==> src/rtl/larpix_packet_rx.sv <==
// LArPix host-side UART receiver: oversampled, odd-parity, one-entry output.
// Optional parity checking is enabled with `define RX_PARITY_CHECK_EN.
module larpix_packet_rx #(
  parameter int WIDTH      = 64,
  parameter int OVERSAMPLE = 4
) (
  input  logic             clk,
  input  logic             reset,
  input  logic             rx_in,
  output logic [WIDTH-2:0] rx_data,
  output logic [1:0]       rx_packet_type,
  output logic             rx_valid,
  input  logic             rx_ready,
  output logic             parity_error,
  output logic             framing_error,
  output logic             overrun,
  output logic             busy
);

  localparam int CW = $clog2(OVERSAMPLE);
  localparam int BW = $clog2(WIDTH) + 1;
  localparam logic [CW-1:0] HALF  = CW'(OVERSAMPLE / 2 - 1);
  localparam logic [CW-1:0] LAST  = CW'(OVERSAMPLE - 1);
  localparam logic [BW-1:0] BLAST = BW'(WIDTH - 1);

`ifdef RX_PARITY_CHECK_EN
  localparam bit PAR_EN = 1'b1;
`else
  localparam bit PAR_EN = 1'b0;
`endif

  typedef enum logic [1:0] {
    IDLE,
    START,
    DATA,
    STOP
  } state_t;

  state_t state, state_nx;

  logic             sync1, rx_s, rx_d;
  logic [CW-1:0]    cnt, cnt_nx;
  logic [BW-1:0]    bit_cnt, bit_nx;
  logic [WIDTH-1:0] sh, sh_nx;
  logic             frame_done, stop_bad;
  logic             par_bad, good;

  always_comb begin
    state_nx   = state;
    cnt_nx     = cnt + 1'b1;
    bit_nx     = bit_cnt;
    sh_nx      = sh;
    frame_done = 1'b0;
    stop_bad   = 1'b0;
    unique case (state)
      IDLE: begin
        cnt_nx = '0;
        if (rx_d && !rx_s) state_nx = START;
      end
      START: begin
        if (cnt == HALF) begin
          cnt_nx   = '0;
          bit_nx   = '0;
          state_nx = rx_s ? IDLE : DATA;
        end
      end
      DATA: begin
        if (cnt == LAST) begin
          cnt_nx = '0;
          sh_nx  = {rx_s, sh[WIDTH-1:1]};
          bit_nx = bit_cnt + 1'b1;
          if (bit_cnt == BLAST) state_nx = STOP;
        end
      end
      STOP: begin
        if (cnt == LAST) begin
          cnt_nx     = '0;
          state_nx   = IDLE;
          frame_done = 1'b1;
          stop_bad   = !rx_s;
        end
      end
      default: state_nx = IDLE;
    endcase
  end

  // Odd parity: a good frame XORs to 1 across all WIDTH bits.
  assign par_bad = PAR_EN && frame_done && !stop_bad && !(^sh);
  assign good    = frame_done && !stop_bad && !par_bad;

  always_ff @(posedge clk) begin
    if (reset) begin
      sync1         <= 1'b1;
      rx_s          <= 1'b1;
      rx_d          <= 1'b1;
      state         <= IDLE;
      cnt           <= '0;
      bit_cnt       <= '0;
      sh            <= '0;
      rx_data       <= '0;
      rx_valid      <= 1'b0;
      parity_error  <= 1'b0;
      framing_error <= 1'b0;
      overrun       <= 1'b0;
    end else begin
      sync1         <= rx_in;
      rx_s          <= sync1;
      rx_d          <= rx_s;
      state         <= state_nx;
      cnt           <= cnt_nx;
      bit_cnt       <= bit_nx;
      sh            <= sh_nx;
      parity_error  <= par_bad;
      framing_error <= frame_done && stop_bad;
      // A load in the same cycle as a transfer keeps rx_valid high.
      if (good) begin
        if (!rx_valid || rx_ready) begin
          rx_data  <= sh[WIDTH-2:0];
          rx_valid <= 1'b1;
        end else begin
          overrun  <= 1'b1;
        end
      end else if (rx_ready) begin
        rx_valid <= 1'b0;
      end
    end
  end

  assign rx_packet_type = rx_data[1:0];
  assign busy           = (state != IDLE);

endmodule

==> config.mk <==
export PLATFORM = sky130hd
export DESIGN_NAME = larpix_packet_rx
export DESIGN_NICKNAME = d
export VERILOG_FILES = /design/src/rtl/larpix_packet_rx.sv
export SDC_FILE = /design/constraint.sdc
export NUM_CORES = 1
export LEC_CHECK = 0
export BUFFER_PORTS_ARGS = -buffer_cell sky130_fd_sc_hd__buf_2
export CORE_MARGIN = 2
export CORE_UTILIZATION = 50
export CTS_CLUSTER_DIAMETER = 150
export DETAILED_ROUTE_END_ITERATION = 7
export PLACE_DENSITY = 0.8
export SYNTH_ARGS = -nofsm -noshare
export SYNTH_HDL_FRONTEND = slang
export SYNTH_SLANG_ARGS = --single-unit
==> constraint.sdc <==
create_clock -name clk -period 2.2 [get_ports clk]
set_clock_uncertainty 0.2 [all_clocks]
set_input_delay 0.44 -clock clk [delete_from_list [all_inputs] [get_ports clk]]
set_output_delay 0.44 -clock clk [all_outputs]
set_load 0.1 [all_outputs]
# After elaboration in Yosys (flattened, before gate mapping)
# Index checks and enable logic that the tools add are counted.
word_totals:
  ff_bits: 144
  output_inout_bits: 70
op_classes:
  addsub: 2
  n_reduce_logical: 18
  n_eq_ne: 12
  n_mux: 20
  bitwise: 1
op_table:
  columns: ["operator", "count"]
  rows:
  - ["2-bit two-way mux", 8]
  - ["7-bit two-way mux", 2]
  - ["7-bit case mux with 2 select lines", 1]
  - ["2-bit inequality test, second input constant", 5]
  - ["2-bit case mux with 4 select lines", 1]
  - ["2-bit AND reduction", 4]
  - ["7-bit by 1-bit adder with 7-bit output, second input constant", 1]
  - ["7-bit by 6-bit equality test with 1-bit output, second input constant", 1]
  - ["1-bit two-way mux", 7]
  - ["2-bit equality test, second input constant", 3]
  - ["2-bit case mux with 3 select lines", 1]
  - ["2-bit nonzero test", 3]
  - ["5-bit AND reduction", 1]
  - ["2-bit by 1-bit equality test with 1-bit output, second input constant", 2]
  - ["1-bit logical AND", 3]
  - ["1-bit logical NOT", 3]
  - ["3-bit AND reduction", 1]
  - ["2-bit by 1-bit adder with 2-bit output, second input constant", 1]
  - ["2-bit logical NOT", 1]
  - ["2-bit by 1-bit inequality test with 1-bit output, second input constant", 1]
  - ["2-bit OR reduction", 1]
  - ["1-bit logical OR", 1]
  - ["1-bit inverter", 1]

# Logic depth before layout (Yosys ltp)
# Gate-level depths: netlist of run 1.
depth:
  depth_word: 7
  depth_mapped: 8
  depth_no_buf: 5

# Worst setup path after synthesis of run 1
# No wires, ideal clock.
synth_path:
  kind: "register to register"
  start: "register rx_valid"
  end: "register rx_data[46]"
  t_required_ns: 1.929
  path_buffers: 2
  slack_ns: 0.039
  arrival_time_ns: 1.890
  path_stages_with_launch: 6
  cell_sequence: "dfxtp_1 > nor2b_1 > clkbuf_1 > clkbuf_1 > o21ai_0 > a21oi_1"
synth_via:
  elab_chain_len: 3
synth_rtl:
  columns: ["item", "line", "source"]
  rows:
  - ["start: declaration", "12", "output logic rx_valid,"]
  - ["start signal: assignment", "101", "rx_valid <= 1'b0;"]
  - ["start signal: assignment", "119", "rx_valid <= 1'b1;"]
  - ["start signal: assignment", "124", "rx_valid <= 1'b0;"]
  - ["1-bit logical NOT", "117", "if (!rx_valid || rx_ready) begin"]
  - ["1-bit logical OR", "117", null]
  - ["2-bit AND reduction (no source line)", null, null]
  - ["end signal: assignment", "118", "rx_data <= sh[WIDTH-2:0];"]
  - ["end: declaration", "10", "output logic [WIDTH-2:0] rx_data,"]
# No other way between the ends.
# A chain may end at the register's enable or synchronous reset.

==> out/qor.json, run 1 <==
{
  "layout.cells.most_common": "dfxtp_1",
  "finalWirelength_um": 12000,
  "cts_made_buffers": 17,
  "clock_tree.buffer_depth": 2,
  "dieArea_mm2": 0.0117,
  "hold-path-endpoint": "overrun$_SDFFE_PP0P_",
  "drive_gt1_share_pct": 18.8,
  "synthesis.area_per_instance_um2": 8.21,
  "antenna_violations_before_repair": 0,
  "first_global_vias": 4317,
  "start_kind": "flop",
  "async_reset_ff_share_pct": 0,
  "synth.cell_area_mm2": 0.00542,
  "synth_edf_count": 0,
  "finalHoldWorstSlack_ps": 128,
  "most-common-layout-cells": "dfxtp_1, a21oi_1, nand2_1",
  "p_comb_share_pct": 1.4,
  "drt_drc_violations_left": 0,
  "antenna_left": 0,
  "crit_required_ps": 1560,
  "cts.reportedPaths.clkPinSlew_ps": 60,
  "area.growth.synth_to_final_pct": 19.5,
  "placement_rows": 38,
  "avgRoutedWirePerCell_um": 14.0,
  "grt.total_usage_pct": 21.5,
  "run_status": "complete, no violations",
  "max-slew-margin-rel_pct": 64.9,
  "synthesis.yosys.warnings": 0,
  "diodes": 0,
  "synth_nets": 669,
  "synth-seq-area-share_pct": 53.1,
  "top_reg_cell_synth": "dfxtp_1",
  "clock_tree_from_tritoncts": "done",
  "clkLatencyLatePin_ps": 530,
  "cts_h_tree_depth": 4,
  "gpl.final_weighted_congestion": 0.745,
  "ff2ff_setup_slack_ps": 240,
  "timing.setup.tns_ps": 0,
  "p_sw_mw": 1.16,
  "r2r_start": "cnt[0]$_SDFF_PP0_",
  "final_setup_viols": 0,
  "dp_hpwl_um": 7150,
  "routed-via-count": 4717,
  "min_from": "reset",
  "period_needed_ps": 2080,
  "seq_power_share_pct": 45.5,
  "ys_seq_elements": 144,
  "max-cap-violations": 0,
  "root_buffer": "clkbuf_8",
  "die_h_um": 108,
  "drt_first_pass_iters": 5,
  "final_net_count": 709,
  "p_sw_share_pct": 20.2,
  "critical_path.reg2reg.endpoint": "sh[61]$_SDFFE_PP0P_",
  "share_clk_of_total_power_pct": 53.0,
  "grt_pass1_wl_um": 20000,
  "ir_worst_vdd_uv": 674,
  "cellLeakagePower_nw": 2.36,
  "worst_endpoint_data_arrival_time_ps": 1440,
  "intPower_mw": 4.59,
  "initial_utilization_pct": 50.7,
  "final.period_utilization_pct": 94.7,
  "crit_path_max_fanout": 13,
  "min-delay-path-class": "input pin to flop",
  "die_w_um": 108,
  "yosys.cell_types.count": 38,
  "reg2regPathDepth": 5,
  "design.core.area_mm2": 0.0107,
  "drt-initial-drc-count": 354,
  "min_path_cells": 2,
  "hold_viol_final": 0,
  "report.final.slew_viol_count": 0,
  "placement.io_buffers": 72,
  "syn-instance-count": 661,
  "worst-slew-pin-transition_ps": 530,
  "max_freq_ghz": 0.480,
  "clock-sinks": 144,
  "worstSetupPathType": "flop to output port",
  "grt_max_degree": 74,
  "grt_setup_unrepaired": "no",
  "ioPinCount": 74,
  "critPathCaptureType": "output port",
  "via_density": 5.52,
  "p_per_area_mw_per_mm2": 887,
  "gr-total-overflow": 0
}
==> sequential cells by signal, summed over array words and instances (netlist names), named ones only <==
signal / flops
overrun: 1
state: 1
rx_d: 1
bit_cnt: 7
rx_s: 1
framing_error: 1
sh: 64
sync1: 1
rx_valid: 1
cnt: 2
rx_data: 63
==> power by group through the flow <==
stage	clock network [mW]	registers (mW)	logic, mW
finish	3.05	2.62	0.0831
global route	3.22	2.62	0.0893
CTS	3.10	2.62	0.0834
detailed placement	0	2.67	0.0809
global placement	0	2.67	0.0794
floorplan	0	2.67	0.0702
==> worst max path at each step <==
stage | startpoint | endpoint | slack (ps)
floorplan | rx_valid$_SDFFE_PP0P_ | rx_data[46]$_SDFFE_PP0P_ | 40
global placement | cnt[0]$_SDFF_PP0_ | rx_data[33]$_SDFFE_PP0P_ | 370
detailed placement | cnt[0]$_SDFF_PP0_ | rx_data[35]$_SDFFE_PP0P_ | 290
CTS | state[0]$_SDFFE_PP0P_ | busy | 40
global route | state[0]$_SDFFE_PP0P_ | busy | 70
finish | flop | busy | 120
==> synthesized netlist by cell type (all sizes together) (5+ instances only) <==
library cell	n	area share [%]
buf	20	2.5
nand3	70	6.5
nand3b	6	1.1
mux2i	5	0.92
a21oi	134	12
dfxtp	144	53
nand2	133	9.2
clkbuf	46	3.2
o21ai	63	5.8
==> layer usage <==
metal | up-vias | wire [um] | share of wire (%) | global-route usage (%)
met5 | - | 0 | 0 | 0
met4 | 0 | 218 | 1.8 | 8.61
met3 | 24 | 803 | 6.7 | 7.41
met2 | 133 | 5920 | 49 | 34.9
met1 | 2230 | 5050 | 42 | 26.1
li1 | 2330 | - | - | -
==> cell type report <==
cell class	count	area, um2
clock inverters	14	215
fillers	877	4220
repair buffers	87	543
well taps	140	175
clock buffers	18	418
inverters	3	11.3
multi-input cells	448	2230
flip-flops and latches	144	2890
==> cells by family after synthesis <==
| group | Yosys count | synth area share [%] |
|---|---|---|
| AOI/OAI and AO/OA | 204 | 19.1 |
| adders and majority gates | 4 | 0.923 |
| buffers and inverters | 69 | 5.91 |
| other | 1 | 0.0691 |
| muxes | 6 | 1.13 |
| and+or+nand+nor | 233 | 19.7 |
| DFF | 144 | 53.1 |
==> through the flow <==
step | worst slack, ps | total power, mW | area, um2 | utilization [%] | std cells
2_1_floorplan | 39.0 | 2.74 | 5420 | - | 661
3_3_place_gp | 366 | 2.75 | 5830 | 54.5 | 821
3_5_place_dp | 291 | 2.76 | 5830 | 54.5 | 821
4_1_cts | 35.3 | 5.80 | 6480 | 60.6 | 854
5_1_grt | 70.4 | 5.92 | 6480 | 60.6 | 854
6_report | 117 | 5.75 | 6480 | 60.6 | 854
==> critical path, cell delays in order (launching register included) <==
cell,delay [ps]
dfxtp_2,390
or2_2,290
buf_4,230
==> timing repair <==
item / CTS / global route
hold buffers: 1 / 0
gates resized for setup: 2 / 1
cloned: 0 / 0
setup buffers: 0 / 0
hold endpoints to repair: 1 / 0
setup endpoints to repair: 1 / 1
pin swaps: 0 / 0
Note: power is estimated with default switching activity, not from simulation.
==> run 2: changes to the inputs <==
--- a/config.mk
+++ b/config.mk
@@ -5,6 +5,7 @@
 export SDC_FILE = /design/constraint.sdc
 export NUM_CORES = 1
 export LEC_CHECK = 0
+export ABC_AREA = 1
 export BUFFER_PORTS_ARGS = -buffer_cell sky130_fd_sc_hd__buf_2
 export CORE_MARGIN = 2
 export CORE_UTILIZATION = 50
==> out/qor.json, run 2 <==
{
  "dp_area": {"value": 0.00570, "unit": "mm2", "change": "-2.3%"},
  "dieArea": {"value": 0.0115, "unit": "mm2", "change": "-1.3%"},
  "final_net_count": {"value": 729, "change": "+2.8%"},
  "grt_max_degree": {"value": 73, "change": "-1.4%"},
  "synth_top_cells_by_count": "nand2_1, dfxtp_1, nor2_1, a21oi_1, nor2_2",
  "finalWirelength": {"value": 10800, "unit": "um", "change": "-10%"},
  "final.fill_count": {"value": 905, "change": "+3.2%"},
  "top_reg_cell_synth": "dfxtp_1",
  "period_needed": {"value": 2060, "unit": "ps", "change": "-26.3 ps"},
  "largest_register_ffs": {"value": 64, "change": "unchanged"},
  "antenna_violations_before_repair": {"value": 0, "change": "unchanged"},
  "drt_drc_violations_left": {"value": 0, "change": "unchanged"},
  "clock_tree.buffer_depth": {"value": 2, "change": "unchanged"},
  "post_layout_nonfiller_instances": {"value": 869, "change": "+1.8%"},
  "diodes": {"value": 0, "change": "unchanged"},
  "die_w": {"value": 107, "unit": "um", "change": "-0.65%"},
  "cell_taking_the_most_area_after_synthesis": "dfxtp_1",
  "crit_required": {"value": 1560, "unit": "ps", "change": "about the same"},
  "timing.setup.tns": {"value": 0, "unit": "ps", "change": "unchanged"},
  "synth_nets": {"value": 672, "change": "+0.45%"},
  "synth_top_cells_by_area": "dfxtp_1, nand2_1, nor2_2",
  "syn-instance-count": {"value": 664, "change": "+0.45%"},
  "most-common-layout-cells": "nand2_1, dfxtp_1, nor2_1",
  "gr-total-overflow": {"value": 0, "change": "unchanged"},
  "ioPinCount": {"value": 74, "change": "unchanged"},
  "min_path_cells": {"value": 3, "change": "+1"},
  "reg2regPathDepth": {"value": 8, "change": "+3"},
  "finalInstanceArea": {"value": 0.00627, "unit": "mm2", "change": "-3.3%"},
  "grt_pass1_wl": {"value": 18400, "unit": "um", "change": "-8.1%"},
  "max_freq": {"value": 0.486, "unit": "GHz", "change": "+1.3%"},
  "largestRegisters": "sh x64, rx_data x63, bit_cnt x7",
  "grt_setup_unrepaired": "no",
  "gpl.final_weighted_congestion": {"value": 0.777, "change": "+4.3%"},
  "p_per_area": {"value": 857, "unit": "mW/mm2", "change": "-3.3%"},
  "largest_register": "sh",
  "cts.reportedPaths.clkPinSlew": {"value": 60, "unit": "ps", "change": "about the same"},
  "root_buffer": "clkbuf_8",
  "max-cap-violations": {"value": 0, "change": "unchanged"},
  "dp_hpwl": {"value": 6740, "unit": "um", "change": "-5.8%"},
  "placement_rows": {"value": 37, "change": "-2.6%"},
  "placement.io_buffers": {"value": 72, "change": "unchanged"},
  "cellLeakagePower": {"value": 2.71, "unit": "nW", "change": "+15%"},
  "via_density": {"value": 5.04, "change": "-8.7%"},
  "worstSetupPathType": "flop to output port",
  "post-cts-setup-buffer-count": {"value": 0, "change": "unchanged"},
  "layout.cells.most_common": "nand2_1",
  "ir_worst_vdd": {"value": 447, "unit": "uV", "change": "-34%"},
  "antenna_left": {"value": 0, "change": "unchanged"},
  "clock-sinks": {"value": 144, "change": "unchanged"},
  "worst-slew-pin-transition": {"value": 704, "unit": "ps", "change": "+174 ps"},
  "design.core.area": {"value": 0.0104, "unit": "mm2", "change": "-3.1%"},
  "area.growth.synth_to_final_pct": 17.1,
  "gr-usage-met3": {"value": 5.69, "unit": "%", "change": "-1.7 points"},
  "yosys.cell_types.count": {"value": 24, "change": "-37%"},
  "cts_h_tree_depth": {"value": 4, "change": "unchanged"},
  "start_kind": "flop",
  "synth_edf_count": {"value": 0, "change": "unchanged"},
  "yosys.cell_count.top_type": "nand2_1",
  "hold_viol_final": {"value": 0, "change": "unchanged"},
  "min-delay-path-class": "input pin to flop",
  "finalHoldWorstSlack": {"value": 113, "unit": "ps", "change": "-15.7 ps"},
  "synth-seq-area-share": {"value": 53.9, "unit": "%", "change": "+0.72 points"},
  "grt.busiest_layer": "met2",
  "synthesis.area_per_instance": {"value": 8.06, "unit": "um2", "change": "-1.8%"},
  "max-slew-margin-rel": {"value": 53.1, "unit": "%", "change": "-12 points"},
  "drt_first_pass_iters": {"value": 5, "change": "unchanged"},
  "grt_use_met1": {"value": 22.5, "unit": "%", "change": "-3.6 points"},
  "cts_made_buffers": {"value": 17, "change": "unchanged"},
  "synth.cell_area": {"value": 0.00535, "unit": "mm2", "change": "-1.3%"},
  "post-place-cells": {"value": 837, "change": "+1.9%"},
  "run_status": "complete, no violations",
  "drt-initial-drc-count": {"value": 271, "change": "-23%"},
  "avgRoutedWirePerCell": {"value": 12.4, "unit": "um", "change": "-12%"},
  "totalPowerFinal": {"value": 5.37, "unit": "mW", "change": "-6.5%"},
  "worst_endpoint_data_arrival_time": {"value": 1420, "unit": "ps", "change": "-20 ps"},
  "final_setup_viols": {"value": 0, "change": "unchanged"},
  "synthesis.yosys.warnings": {"value": 0, "change": "unchanged"},
  "first_global_vias": {"value": 4159, "change": "-3.7%"},
  "report.final.slew_viol_count": {"value": 0, "change": "unchanged"},
  "grt.total_usage": {"value": 19.9, "unit": "%", "change": "-1.6 points"},
  "routed-via-count": {"value": 4381, "change": "-7.1%"},
  "ys_seq_elements": {"value": 144, "change": "unchanged"},
  "final.period_utilization": {"value": 93.5, "unit": "%", "change": "-1.2 points"},
  "async_reset_ff_share": {"value": 0, "unit": "%", "change": "unchanged"},
  "clock_tree_from_tritoncts": "done",
  "initial_utilization": {"value": 51.6, "unit": "%", "change": "+0.90 points"},
  "grt.met2_usage": {"value": 34.5, "unit": "%", "change": "-0.37 points"},
  "clkLatencyLatePin": {"value": 530, "unit": "ps", "change": "about the same"},
  "netlist.area_leader.share": {"value": 53.9, "unit": "%", "change": "+0.72 points"},
  "die_h": {"value": 107, "unit": "um", "change": "-0.65%"},
  "crit_path_max_fanout": {"value": 7, "change": "-6"},
  "drive_gt1_share": {"value": 24.8, "unit": "%", "change": "+6.1 points"},
  "critPathCaptureType": "output port"
}
==> run 2: final cells by class <==
| cell class | count | area, um2 | share of cell area, % |
|---|---|---|---|
| timing repair buffer | 83 | 485 | 7.75 |
| sequential | 144 | 2880 | 46.0 |
| clock inverter | 10 | 88.8 | 1.42 |
| multi-input combinational | 457 | 2120 | 33.8 |
| inverter | 18 | 72.6 | 1.16 |
| clock buffer | 21 | 449 | 7.17 |
| tap | 136 | 170 | 2.72 |
==> run 2: layer usage <==
layer | vias up | part of all wire, %
met3 | 23 | 5.5
li1 | 2228 | -
met2 | 110 | 48
met1 | 2020 | 44
met4 | 0 | 2.2
met5 | - | 0
==> run 2: where the power goes <==
| part | switching (mW) | total [mW] | internal (mW) |
|---|---|---|---|
| clock | 1.06 | 2.60 | 1.54 |
| sequential | 0.0107 | 2.63 | 2.62 |
| combinational | 0.110 | 0.144 | 0.0344 |
| total | 1.18 | 5.37 | 4.19 |
==> run 2: cell families after synthesis <==
logic type / share of synthesized area [%]
other cells: 0.0701
fa+ha+maj: 0.935
simple gates: 25.1
buf+inv: 6.69
flops: 53.9
compound gates: 13.3
==> run 2: worst max-delay path, stage by stage, from the launching register on <==
cell and delay, ps:
dfxtp_1 440, nor2_1 100, inv_1 60, buf_4 280
==> run 2: final timing paths <==
| path | startpoint | to | slack [ps] |
|---|---|---|---|
| worst max-delay path | state[0]$_SDFFE_PP0P_ | busy | 140 |
| worst min-delay path | reset | rx_d$_SDFF_PP1_ | 110 |
| worst max register to register | cnt[0]$_SDFF_PP0_ | rx_data[61]$_SDFFE_PP0P_ | 200 |
| worst min register to register | sync1$_SDFF_PP1_ | rx_s$_SDFF_PP1_ | 210 |
==> run 2: timing repair <==
action / in CTS / in global routing
setup endpoints to repair: 3 / 61
pin swaps: 0 / 0
cloned: 0 / 0
hold buffers: 1 / 0
gates resized for setup: 2 / 4
hold endpoints to repair: 1 / 0
==> run 2: metrics by stage <==
step / setup WS, ps / utilization [%]
3_5_place_dp: -31.7 / 55.0
2_1_floorplan: 140 / -
5_1_grt: 64.4 / 60.4
3_3_place_gp: 131 / 55.0
4_1_cts: 54.9 / 60.3
6_report: 143 / 60.4
==> run 3: changes to the inputs <==
--- a/config.mk
+++ b/config.mk
@@ -12,6 +12,7 @@
 export CTS_CLUSTER_DIAMETER = 150
 export DETAILED_ROUTE_END_ITERATION = 7
 export PLACE_DENSITY = 0.8
+export REMOVE_ABC_BUFFERS = 1
 export SYNTH_ARGS = -nofsm -noshare
 export SYNTH_HDL_FRONTEND = slang
 export SYNTH_SLANG_ARGS = --single-unit
==> out/qor.json, run 3 (same netlist as run 2, synthesis figures left out) <==
{
  "p_comb_share": {"value": 2.6, "unit": "%", "change": "about the same"},
  "gr-total-overflow": {"value": 0, "change": "unchanged"},
  "largestRegisters": "sh x64, rx_data x63, bit_cnt x7",
  "largest_register": "sh",
  "totalPowerFinal": {"value": 5.65, "unit": "mW", "change": "+5.2%"},
  "dp_worst_setup_slack": {"value": 37.2, "unit": "ps", "change": "+68.9 ps"},
  "routed-via-count": {"value": 4359, "change": "-0.50%"},
  "min_from": "rx_ready",
  "timing.critical_path.slowest_cell_delay": {"value": 460, "unit": "ps", "change": "+20 ps"},
  "clkLatencyLatePin": {"value": 510, "unit": "ps", "change": "-20 ps"},
  "cts_h_tree_depth": {"value": 4, "change": "unchanged"},
  "ioPinCount": {"value": 74, "change": "unchanged"},
  "dp_hpwl": {"value": 6280, "unit": "um", "change": "-6.9%"},
  "clock_tree.buffer_depth": {"value": 2, "change": "unchanged"},
  "cellLeakagePower": {"value": 2.74, "unit": "nW", "change": "+0.93%"},
  "p_per_area": {"value": 894, "unit": "mW/mm2", "change": "+4.3%"},
  "drt-initial-drc-count": {"value": 258, "change": "-4.8%"},
  "ir_worst_vdd": {"value": 430, "unit": "uV", "change": "-4.0%"},
  "clock_tree_from_tritoncts": "done",
  "antenna_left": {"value": 0, "change": "unchanged"},
  "placement.io_buffers": {"value": 72, "change": "unchanged"},
  "largest_register_ffs": {"value": 64, "change": "unchanged"},
  "intPower": {"value": 4.45, "unit": "mW", "change": "+6.1%"},
  "die_w": {"value": 107, "unit": "um", "change": "unchanged"},
  "grt.total_usage": {"value": 19.5, "unit": "%", "change": "-0.33 points"},
  "cts.reportedPaths.clkPinSlew": {"value": 60, "unit": "ps", "change": "about the same"},
  "antenna_violations_before_repair": {"value": 0, "change": "unchanged"},
  "grt_setup_unrepaired": "no",
  "dieArea": {"value": 0.0115, "unit": "mm2", "change": "unchanged"},
  "final_setup_viols": {"value": 0, "change": "unchanged"},
  "final.period_utilization": {"value": 95.0, "unit": "%", "change": "+1.5 points"},
  "cpLargestDelayFamily": "flip-flops",
  "post-route-worst-setup-slack": {"value": 111, "unit": "ps", "change": "-32.1 ps"},
  "via_density": {"value": 5.02, "change": "-0.39%"},
  "share_clk_of_total_power": {"value": 50.9, "unit": "%", "change": "+2.5 points"},
  "hold-path-endpoint": "rx_valid$_SDFFE_PP0P_",
  "crit_required": {"value": 1560, "unit": "ps", "change": "about the same"},
  "root_buffer": "clkbuf_8",
  "r2r_start": "cnt[0]$_SDFF_PP0_",
  "p_sw_share": {"value": 21.2, "unit": "%", "change": "-0.73 points"},
  "cp_slowest_cell": "dfxtp_1",
  "initial_utilization": {"value": 51.6, "unit": "%", "change": "unchanged"},
  "gpl.final_weighted_congestion": {"value": 0.803, "change": "+3.4%"},
  "register_area": {"value": 0.00288, "unit": "mm2", "change": "unchanged"},
  "max-cap-violations": {"value": 0, "change": "unchanged"},
  "max_freq": {"value": 0.479, "unit": "GHz", "change": "-1.5%"},
  "hold_viol_final": {"value": 0, "change": "unchanged"},
  "clock-sinks": {"value": 144, "change": "unchanged"},
  "diodes": {"value": 0, "change": "unchanged"},
  "placement_rows": {"value": 37, "change": "unchanged"},
  "cts_made_buffers": {"value": 17, "change": "unchanged"},
  "drt_drc_violations_left": {"value": 0, "change": "unchanged"},
  "most-common-layout-cells": "nand2_1, dfxtp_1, nor2_1",
  "worst-slew-pin-transition": {"value": 689, "unit": "ps", "change": "-15.0 ps"},
  "ff2ff_setup_slack": {"value": 200, "unit": "ps", "change": "about the same"},
  "p_sw": {"value": 1.20, "unit": "mW", "change": "+1.7%"},
  "worst_endpoint_data_arrival_time": {"value": 1450, "unit": "ps", "change": "+30 ps"},
  "drt_first_pass_iters": {"value": 4, "change": "-1"},
  "grt_pass1_wl": {"value": 18200, "unit": "um", "change": "-0.90%"},
  "finalHoldWorstSlack": {"value": 69.0, "unit": "ps", "change": "-43.6 ps"},
  "final_net_count": {"value": 727, "change": "-0.27%"},
  "max-slew-margin-rel": {"value": 54.1, "unit": "%", "change": "+1.0 points"},
  "report.final.slew_viol_count": {"value": 0, "change": "unchanged"},
  "worst-path-buf-inv": {"value": 2, "change": "unchanged"},
  "grt_max_degree": {"value": 73, "change": "unchanged"},
  "layout.cells.most_common": "nand2_1",
  "critical_path.reg2reg.endpoint": "rx_data[45]$_SDFFE_PP0P_",
  "first_global_vias": {"value": 4133, "change": "-0.63%"},
  "min_path_cells": {"value": 4, "change": "+1"},
  "finalWirelength": {"value": 10700, "unit": "um", "change": "-0.31%"},
  "seq_power_share": {"value": 46.5, "unit": "%", "change": "-2.4 points"},
  "die_h": {"value": 107, "unit": "um", "change": "unchanged"},
  "drive_gt1_share": {"value": 24.7, "unit": "%", "change": "-0.10 points"},
  "area.growth.synth_to_final_pct": 18.1,
  "critPathCaptureType": "output port",
  "design.core.area": {"value": 0.0104, "unit": "mm2", "change": "unchanged"},
  "avgRoutedWirePerCell": {"value": 12.4, "unit": "um", "change": "-0.19%"},
  "run_status": "complete, no violations",
  "timing.setup.tns": {"value": 0, "unit": "ps", "change": "unchanged"},
  "min-delay-path-class": "input pin to flop",
  "cells_traversed_along_the_worst_timing_path": "nor2_1 > inv_1 > clkbuf_4",
  "crit_path_max_fanout": {"value": 7, "change": "unchanged"},
  "area_of_the_multi_input_gates": {"value": 0.00212, "unit": "mm2", "change": "unchanged"},
  "period_needed": {"value": 2090, "unit": "ps", "change": "+32.1 ps"},
  "reg2regPathDepth": {"value": 8, "change": "unchanged"},
  "final.fill_count": {"value": 933, "change": "+3.1%"},
  "start_kind": "flop",
  "worstSetupPathType": "flop to output port"
}
run 3: changes by cell type in the layout (fill, tap and decap cells not counted):
cell        change
clkinv_4        +1
bufinv_16       +2
buf_4           -3
inv_6           +3
clkinv_2        -3
clkbuf_4        +1
clkinvlp_4      -2
run 3: worst max-delay path by stage:
stage	start	end	slack (ps)	depth (start not counted)
after floorplan	rx_valid$_SDFFE_PP0P_	rx_data[55]$_SDFFE_PP0P_	-1100	6
after global placement	cnt[0]$_SDFF_PP0_	rx_data[55]$_SDFFE_PP0P_	130	8
after detailed placement	cnt[0]$_SDFF_PP0_	rx_data[20]$_SDFFE_PP0P_	40	8
after CTS	state[0]$_SDFFE_PP0P_	busy	10	3
after global routing	state[0]$_SDFFE_PP0P_	busy	40	3
final	state[0]$_SDFFE_PP0P_	busy	110	3
run 3: metrics by stage:
stage          std cells  area [um2]  util [%]
3_3_place_gp         835        5690      54.8
5_1_grt              868        6320      60.9
6_report             868        6320      60.9
3_5_place_dp         835        5690      54.8
2_1_floorplan        619        5060         -
4_1_cts              868        6300      60.8
run 3: layer usage:
metal | share of wire [%] | routed length [um] | vias up | track usage, %
met4 | 1.2 | 131 | 0 | 7.14
met5 | 0 | 0 | - | 0
met2 | 50 | 5340 | 98 | 33.3
met3 | 4.2 | 451 | 12 | 5.51
met1 | 45 | 4800 | 2025 | 23.5
li1 | - | - | 2224 | -
run 3: area by class of cell:
class                           instances  area share (%)
Multi-Input combinational cell        457            33.5
Clock buffer                           21            7.11
Sequential cell                       144            45.6
Inverter                               18            1.15
Timing Repair Buffer                   81            7.45
Tap cell                              136            2.69
Clock inverter                         11            2.44
run 3: tightest hold or removal path, stage by stage:
cell    delay (ps)
buf_2           70
nor2_1          70
nor2_1         110
nor2_1          40
run 3: repair_timing:
item | in CTS | in global routing
setup endpoints to repair | 3 | 59
setup buffers | 0 | 0
gates cloned | 0 | 0
pin swaps | 0 | 0
resized for setup | 1 | 5
hold buffers | 1 | 0
endpoints found under the hold margin | 1 | 0
run 3: power groups by stage:
stage          Combinational [mW]  Sequential (mW)  Clock (mW)
6_report                    0.146             2.63        2.88
5_1_grt                     0.159             2.63        3.05
3_5_place_dp                0.141             2.68           0
4_1_cts                     0.144             2.63        2.91
3_3_place_gp                0.138             2.68           0
2_1_floorplan              0.0935             2.68           0
